`src/rtl/towers_hitdetector.sv`:
```
// towers_hitdetector
//   Watches per-pixel drawing requests of the player, towers and screen
//   border during each VGA frame. It latches the first player/obstacle
//   overlap of the frame and turns it into one collision event at the frame
//   boundary. It also owns the lives counter, the post-hit invulnerability
//   window and the sticky game-over flag.
//
// Ports
//   clk, resetN             clock, async active-low reset
//   startOfFrame            1-cycle pulse on the first cycle of a frame
//   restart                 1-cycle pulse, reload lives and return to ALIVE
//   pixelX, pixelY          current VGA pixel
//   player/towers/borderDrawingRequest   per-pixel occupancy
//   collisionPulse          1-cycle hit event, the cycle after startOfFrame
//   collisionX/Y, hitKind   first overlap of the hit frame (0 tower, 1 border)
//   lives                   remaining lives
//   invulnerable, gameOver  state flags
module towers_hitdetector #(
  parameter int INITIAL_LIVES = 3,
  parameter int GRACE_FRAMES  = 60
) (
  input  logic        clk,
  input  logic        resetN,
  input  logic        startOfFrame,
  input  logic        restart,
  input  logic [10:0] pixelX,
  input  logic [10:0] pixelY,
  input  logic        playerDrawingRequest,
  input  logic        towersDrawingRequest,
  input  logic        borderDrawingRequest,
  output logic        collisionPulse,
  output logic [10:0] collisionX,
  output logic [10:0] collisionY,
  output logic        hitKind,
  output logic [3:0]  lives,
  output logic        invulnerable,
  output logic        gameOver
);

  typedef enum logic [1:0] {ALIVE, GRACE, GAME_OVER} state_t;

  localparam logic [3:0] LIVES_INIT = 4'(INITIAL_LIVES);
  localparam logic [7:0] GRACE_INIT = 8'(GRACE_FRAMES);

  state_t      state, next_state;
  logic        frame_hit;
  logic [10:0] pend_x, pend_y;
  logic        pend_kind;
  logic [7:0]  grace_cnt;

  logic        tower_hit, border_hit, any_hit;
  logic        hit_now, take_hit;
  logic [10:0] eval_x, eval_y;
  logic        eval_kind;

  assign tower_hit  = playerDrawingRequest & towersDrawingRequest;
  assign border_hit = playerDrawingRequest & borderDrawingRequest;
  assign any_hit    = tower_hit | border_hit;

  // An overlap on the startOfFrame cycle belongs to the frame that is ending,
  // so it is folded in here when nothing was latched earlier in the frame.
  assign hit_now   = frame_hit | any_hit;
  assign eval_x    = frame_hit ? pend_x    : pixelX;
  assign eval_y    = frame_hit ? pend_y    : pixelY;
  assign eval_kind = frame_hit ? pend_kind : ~tower_hit;  // tower wins ties

  // A hit only counts in ALIVE; lives != 0 keeps the counter from wrapping.
  assign take_hit = startOfFrame & ~restart & (state == ALIVE) & hit_now &
                    (lives != 4'd0);

  // ---------------- state machine ----------------
  always_ff @(posedge clk or negedge resetN) begin
    if (!resetN) state <= ALIVE;
    else         state <= next_state;
  end

  always_comb begin
    next_state = state;
    if (restart) begin
      next_state = ALIVE;
    end else if (startOfFrame) begin
      case (state)
        ALIVE:     if (take_hit) next_state = (lives == 4'd1) ? GAME_OVER : GRACE;
        GRACE:     if (grace_cnt <= 8'd1) next_state = ALIVE;
        GAME_OVER: next_state = GAME_OVER;
        default:   next_state = ALIVE;
      endcase
    end
  end

  assign invulnerable = (state == GRACE);
  assign gameOver     = (state == GAME_OVER);

  // ---------------- frame accumulator ----------------
  always_ff @(posedge clk or negedge resetN) begin
    if (!resetN) begin
      frame_hit <= 1'b0;
      pend_x    <= '0;
      pend_y    <= '0;
      pend_kind <= 1'b0;
    end else if (restart || startOfFrame) begin
      frame_hit <= 1'b0;
    end else if (any_hit && !frame_hit) begin
      frame_hit <= 1'b1;
      pend_x    <= pixelX;
      pend_y    <= pixelY;
      pend_kind <= ~tower_hit;
    end
  end

  // ---------------- grace counter ----------------
  always_ff @(posedge clk or negedge resetN) begin
    if (!resetN) begin
      grace_cnt <= 8'd0;
    end else if (restart) begin
      grace_cnt <= 8'd0;
    end else if (take_hit && lives != 4'd1) begin
      grace_cnt <= GRACE_INIT;
    end else if (startOfFrame && state == GRACE && grace_cnt != 8'd0) begin
      grace_cnt <= grace_cnt - 8'd1;
    end
  end

  // ---------------- event outputs and lives ----------------
  always_ff @(posedge clk or negedge resetN) begin
    if (!resetN) begin
      collisionPulse <= 1'b0;
      collisionX     <= '0;
      collisionY     <= '0;
      hitKind        <= 1'b0;
      lives          <= LIVES_INIT;
    end else begin
      collisionPulse <= take_hit;
      if (restart) begin
        lives <= LIVES_INIT;
      end else if (take_hit) begin
        collisionX <= eval_x;
        collisionY <= eval_y;
        hitKind    <= eval_kind;
        lives      <= lives - 4'd1;
      end
    end
  end

endmodule

```
`config.mk`:
```
export PLATFORM = sky130hd
export DESIGN_NAME = towers_hitdetector
export DESIGN_NICKNAME = d
export VERILOG_FILES = /design/src/rtl/towers_hitdetector.sv
export SDC_FILE = /design/constraint.sdc
export NUM_CORES = 1
export LEC_CHECK = 0
export ABC_AREA = 1
export ABC_CLOCK_PERIOD_IN_PS = 2500
export BUFFER_PORTS_ARGS = -buffer_cell sky130_fd_sc_hd__buf_2
export CORE_MARGIN = 4
export CORE_UTILIZATION = 55
export CTS_CLUSTER_DIAMETER = 40
export CTS_CLUSTER_SIZE = 30
export DETAILED_ROUTE_END_ITERATION = 10
export PLACE_DENSITY_LB_ADDON = 0.3
export SLEW_MARGIN = 20
export SYNTH_ARGS = -nofsm -noshare
export SYNTH_HDL_FRONTEND = slang
export SYNTH_SLANG_ARGS = --single-unit
export TNS_END_PERCENT = 20
```
`constraint.sdc`:
```
create_clock -name clk -period 2.5 [get_ports clk]
set_input_delay 0.375 -clock clk [delete_from_list [all_inputs] [get_ports clk]]
set_output_delay 0.375 -clock clk [all_outputs]
set_load 0.1 [all_outputs]
```
After elaboration in Yosys (flattened, before gate mapping)
Index checks and enable logic that the tools add are counted.
{"block": "classes", "addsub": 2, "order_cmp": 1, "n_eq_ne": 6, "n_mux": 16, "n_bitwise": 11, "n_reduce_logical": 16}
{"operator": "$mux 8", "n": 3}
{"operator": "$mux 11", "n": 2}
{"operator": "$mux 2", "n": 5}
{"operator": "$le 8x1->1 const B", "n": 1}
{"operator": "$mux 4", "n": 2}
{"operator": "$reduce_bool 8->1", "n": 1}
{"operator": "$sub 8x1->8 const B", "n": 1}
{"operator": "$and 1x1->1", "n": 6}
{"operator": "$pmux 2 s3", "n": 1}
{"operator": "$reduce_bool 2->1", "n": 3}
{"operator": "$eq 4x1->1 const B", "n": 1}
{"operator": "$logic_and 1x1->1", "n": 4}
{"operator": "$ne 4x1->1 const B", "n": 1}
{"operator": "$reduce_and 2->1", "n": 2}
{"operator": "$reduce_bool 4->1", "n": 1}
{"operator": "$sub 4x1->4 const B", "n": 1}
{"operator": "$mux 1", "n": 3}
{"operator": "$ne 3x2->1 const B", "n": 1}
{"operator": "$ne 3x3->1 const B", "n": 1}
{"operator": "$not 1->1", "n": 3}
{"operator": "$reduce_and 3->1", "n": 1}
{"operator": "$reduce_bool 3->1", "n": 1}
{"operator": "$eq 2x1->1 const B", "n": 1}
{"operator": "$eq 2x2->1 const B", "n": 1}
{"operator": "other kinds (4)", "n": 5}
{"block": "word_totals", "register_bits": 62, "in_bits": 29, "wordCells": 63}

Logic depth before layout (Yosys ltp)
{"block": "logic_depth", "depth_word": 9, "ltp_mapped": 11}

Worst setup path after synthesis
Ideal clock, no wire load.
{"block": "synth_timing", "kind": "register to output", "startpoint": "reg state[1]", "endpoint": "out gameOver", "t_arrival_ns": 1.663, "required_ns": 2.125, "path_slack_ns": 0.462, "stages_incl_launch_ff": 3, "n_path_buf": 0, "cell_sequence": "dfrtp_1 -> inv_2 -> nor2_1"}
{"block": "synth_between", "elab_chain_len": 1}
{"item": "start: declaration", "line": "45", "source": "state_t state, next_state;"}
{"item": "start signal: assignment", "line": "74", "source": "else state <= next_state;"}
{"item": "$eq 2x2->1", "line": "92", "source": "assign gameOver = (state == GAME_OVER);"}
{"item": "end: declaration", "line": "37", "source": "output logic gameOver"}
No other way between the ends.

Worst setup path after layout
{"block": "layout_timing", "startpoint": "reg lives[0]", "endpoint": "reg grace_cnt[6]"}
{"block": "layout_between", "elab_chain_len": 5, "word_cells_on_any_way": 7}
{"item": "start: declaration", "line": "35", "source": "output logic [3:0] lives,"}
{"item": "start signal: assignment", "line": "140", "source": "lives <= lives - 4'd1;"}
{"item": "$reduce_bool 4->1", "line": "69", "source": "(lives != 4'd0);"}
{"item": "$and 1x1->1", "line": "68", "source": "assign take_hit = startOfFrame & ~restart & (state == ALIVE) & hit_now &"}
{"item": "$logic_and 1x1->1 (*)", "line": "117", "source": "end else if (take_hit && lives != 4'd1) begin"}
{"item": "$mux 8", "line": "117"}
{"item": "$mux 8", "line": "115", "source": "end else if (restart) begin"}
{"item": "end signal: assignment", "line": "120", "source": "grace_cnt <= grace_cnt - 8'd1;"}
{"item": "end: declaration", "line": "49", "source": "logic [7:0] grace_cnt;"}
Mark *: on every way between the ends. The rest lies on a longest branch, timed or not.
A chain may end at the register's enable or synchronous reset.

==> results.py <==
metrics = {
    "run_status": {
        "status": "complete, no violations",
    },
    "pwr": {
        "p_per_area_nw_per_um2": 1140,
        "vdd_ir_drop_max_mv": 0.842,
        "p_leak_nw": 1.87,
        "power_mw": 3.99,
    },
    "worst_setup_path": {
        "start_kind": "flop",
        "path_buf_inv": 1,
        "cpMostUsedCell": "nand3_1",
        "r2r_cells": 6,
        "cp_cell_sequence": "inv_1, ha_1, nand3_1, nand4_1, nand3_1, nor2_1",
        "worstPathArrival_ps": 2050,
        "timing.rr.start": "lives[0]",
        "critPathKind": "reg2reg",
        "ff2ff_setup_slack_ps": 670,
        "end_kind": "flop",
        "slowest_delay_ps": 550,
        "cp_slowest_cell": "dfstp_2",
        "critical-path-top-delay-family": "simple AND/OR/NAND/NOR gates",
        "path_max_fanout": 12,
        "r2r_end": "grace_cnt[6]",
        "cp.required_ps": 2720,
    },
    "synth": {
        "synth_area_per_cell_um2": 8.92,
        "yosysTopAreaCell": "dfrtp_1",
        "syn-cell-area_um2": 2970,
        "synth_top_area_share_pct": 50.5,
        "synth_most_common_cell": "nand2_1",
        "syn-num-nets": 367,
        "ys.flop_type": "dfrtp_1",
        "yosys_warnings": 0,
        "synth.top_cells.by_area": "dfrtp_1 51%, nand2_1 10%, nor2_1 7.7%",
        "synthArstFlopShare_pct": 100,
        "synth-seq-cells": 62,
        "synth_cells": 333,
        "synth.distinct_cells": 29,
        "synth_edf_count": 0,
        "synth_top_cells_by_count": "83 x nand2_1, 61 x nor2_1, 60 x dfrtp_1, 22 x inv_1, 22 x o31ai_1",
        "ys_seq_area_share_pct": 52.3,
    },
    "cts": {
        "cts_tree": "built",
        "numCtsBuffers": 9,
        "cts_root_buf": "clkbuf_8",
        "clk_path_buf_depth": 2,
        "htreeDepth": 3,
        "cts_hold_buf": 0,
        "cts_setup_buffers": 0,
        "clk_pin_slew_worst_paths_ps": 70,
        "post_cts_resized": 0,
        "cts_sinks": 62,
        "clock_latency_ps": 330,
    },
    "hold_path": {
        "worstHoldPathType": "in2async",
    },
    "floorplanning": {
        "row_count": 26,
        "die_x_um": 81.5,
        "core_um2": 5170,
        "die_h_um": 81.5,
        "io_pins": 59,
        "start_util_pct": 57.5,
        "die-area_um2": 6640,
    },
    "timing": {
        "fin_tns_setup_ps": 0,
        "worstMarginPinSlew_ps": 615,
        "finalCriticalPeriod_ps": 1830,
        "fmax_ghz": 0.546,
        "relSlewSlack_pct": 58.9,
        "finalMaxSlewViolations": 0,
        "holdWs_ps": 34.5,
        "hold_viol": 0,
        "rsz0062_at_grt": "no",
        "setup_viol": 0,
        "layout_worst_path_cycle_share_pct": 73.3,
        "clock_skew_ps": 4.81,
    },
    "flow_run": {
        "drv_cap": 0,
    },
    "routing": {
        "viasPerCell": 5.14,
        "drt_iter0_markers": 173,
        "wl_mm": 6.25,
        "vias": 2412,
        "drc": 0,
        "drtAntennaViolNets": 0,
        "drt_pass1_iterations": 4,
        "wl_per_cell_um": 13.3,
    },
    "finish": {
        "final_nets": 428,
        "n_fill_cell": 416,
        "drive_gt1_share_pct": 27.6,
        "area_delta_synth_final_pct": 18.4,
        "seq_area_um2": 1550,
        "final_area_um2": 3520,
        "multi_input_area_um2": 1250,
        "num_antenna_cells": 0,
    },
    "global_route": {
        "grt_usage_pct": 21.6,
        "antenna_found_initial": 0,
        "grt_first_pass_wirelength_mm": 11.0,
        "grt_pass1_vias": 2423,
        "gr-total-overflow": 0,
        "grt_max_degree": 40,
    },
    "placement": {
        "portBuffers": 58,
        "place_congestion": 0.851,
        "hpwl_mm": 4.32,
        "placed_cell_area_um2": 3330,
    },
}
## placed cells by master, fill, tap and decap left out, drive strengths merged
cell | synthesis | final
inv | 26 | 26
nand2 | 84 | 84
clkinvlp | 0 | 1
and2 | 1 | 1
a21oi | 5 | 5
o21ai | 5 | 5
buf | 8 | 63
ha | 5 | 5
dfstp | 2 | 2
xnor2 | 1 | 1
dfrtp | 60 | 60
o22ai | 1 | 1
mux2i | 1 | 1
nand4 | 7 | 7
nand3 | 13 | 13
clkbuf | 5 | 13
xor2 | 1 | 1
mux2 | 22 | 22
clkinv | 0 | 2
o31ai | 22 | 22
nor2 | 64 | 64
## worst reg2reg max path: stages, from the launching register on
cell	delay (ps)
dfstp_2	550
inv_1	70
ha_1	230
nand3_1	130
nand4_1	440
nand3_1	250
nor2_1	60
## flip-flops by register name, indices dropped and copies added, names as in the netlist
name            count
pend_y             11
collisionY         11
collisionX         11
pend_kind           1
pend_x             11
collisionPulse      1
state               2
lives               4
frame_hit           1
hitKind             1
grace_cnt           8
## worst max-delay path by stage
stage	endpoint	cells past startpoint	slack (ps)	from
2_1_floorplan	gameOver	2	460	state[1]
3_3_place_gp	pend_y[8]	4	660	restart
3_5_place_dp	grace_cnt[6]	7	610	restart
4_1_cts	grace_cnt[6]	6	680	lives[0]
5_1_grt	grace_cnt[7]	6	490	lives[0]
6_report	grace_cnt[6]	6	670	lives[0]
## cell families (layout without fill, tap and decap cells)
family | after synthesis | after routing | synth area share, %
compound gates | 33 | 33 | 7.58
xor+xnor | 2 | 2 | 0.590
fa+ha+maj | 5 | 5 | 2.11
buf+inv | 39 | 105 | 5.52
flops | 62 | 62 | 52.3
mux | 23 | 23 | 8.67
simple gates | 169 | 169 | 23.2
## power by group
group          switching [mW]  internal (mW)  total (mW)
Clock                   0.374          0.438       0.812
Sequential              0.147           1.26        1.40
Combinational            1.44          0.338        1.78
Total                    1.96           2.03        3.99
## through the flow
| stage | std cells | util (%) | setup slack [ps] |
|---|---|---|---|
| final | 469 | 68.0 | 668 |
| after global routing | 469 | 68.0 | 488 |
| after CTS | 469 | 68.0 | 681 |
| after detailed placement | 453 | 64.4 | 613 |
| after global placement | 453 | 64.4 | 664 |
| after floorplan | 333 | - | 462 |
## routing by layer
metal	vias to the layer above	track usage [%]	routed length, µm
met5	-	0	0
met4	0	5.57	65
met3	6	6.25	407
met2	61	36.1	3000
met1	1139	27.6	2780
li1	1206	-	-
## final cells by class
type | instances | share of cell area [%]
Clock inverter | 3 | 0.498
Timing Repair Buffer | 63 | 9.67
Inverter | 26 | 2.77
Tap cell | 70 | 2.49
Sequential cell | 62 | 44.2
Clock buffer | 13 | 4.80
Multi-Input combinational cell | 232 | 35.6
No activity file was read; power rests on OpenSTA's default activity.
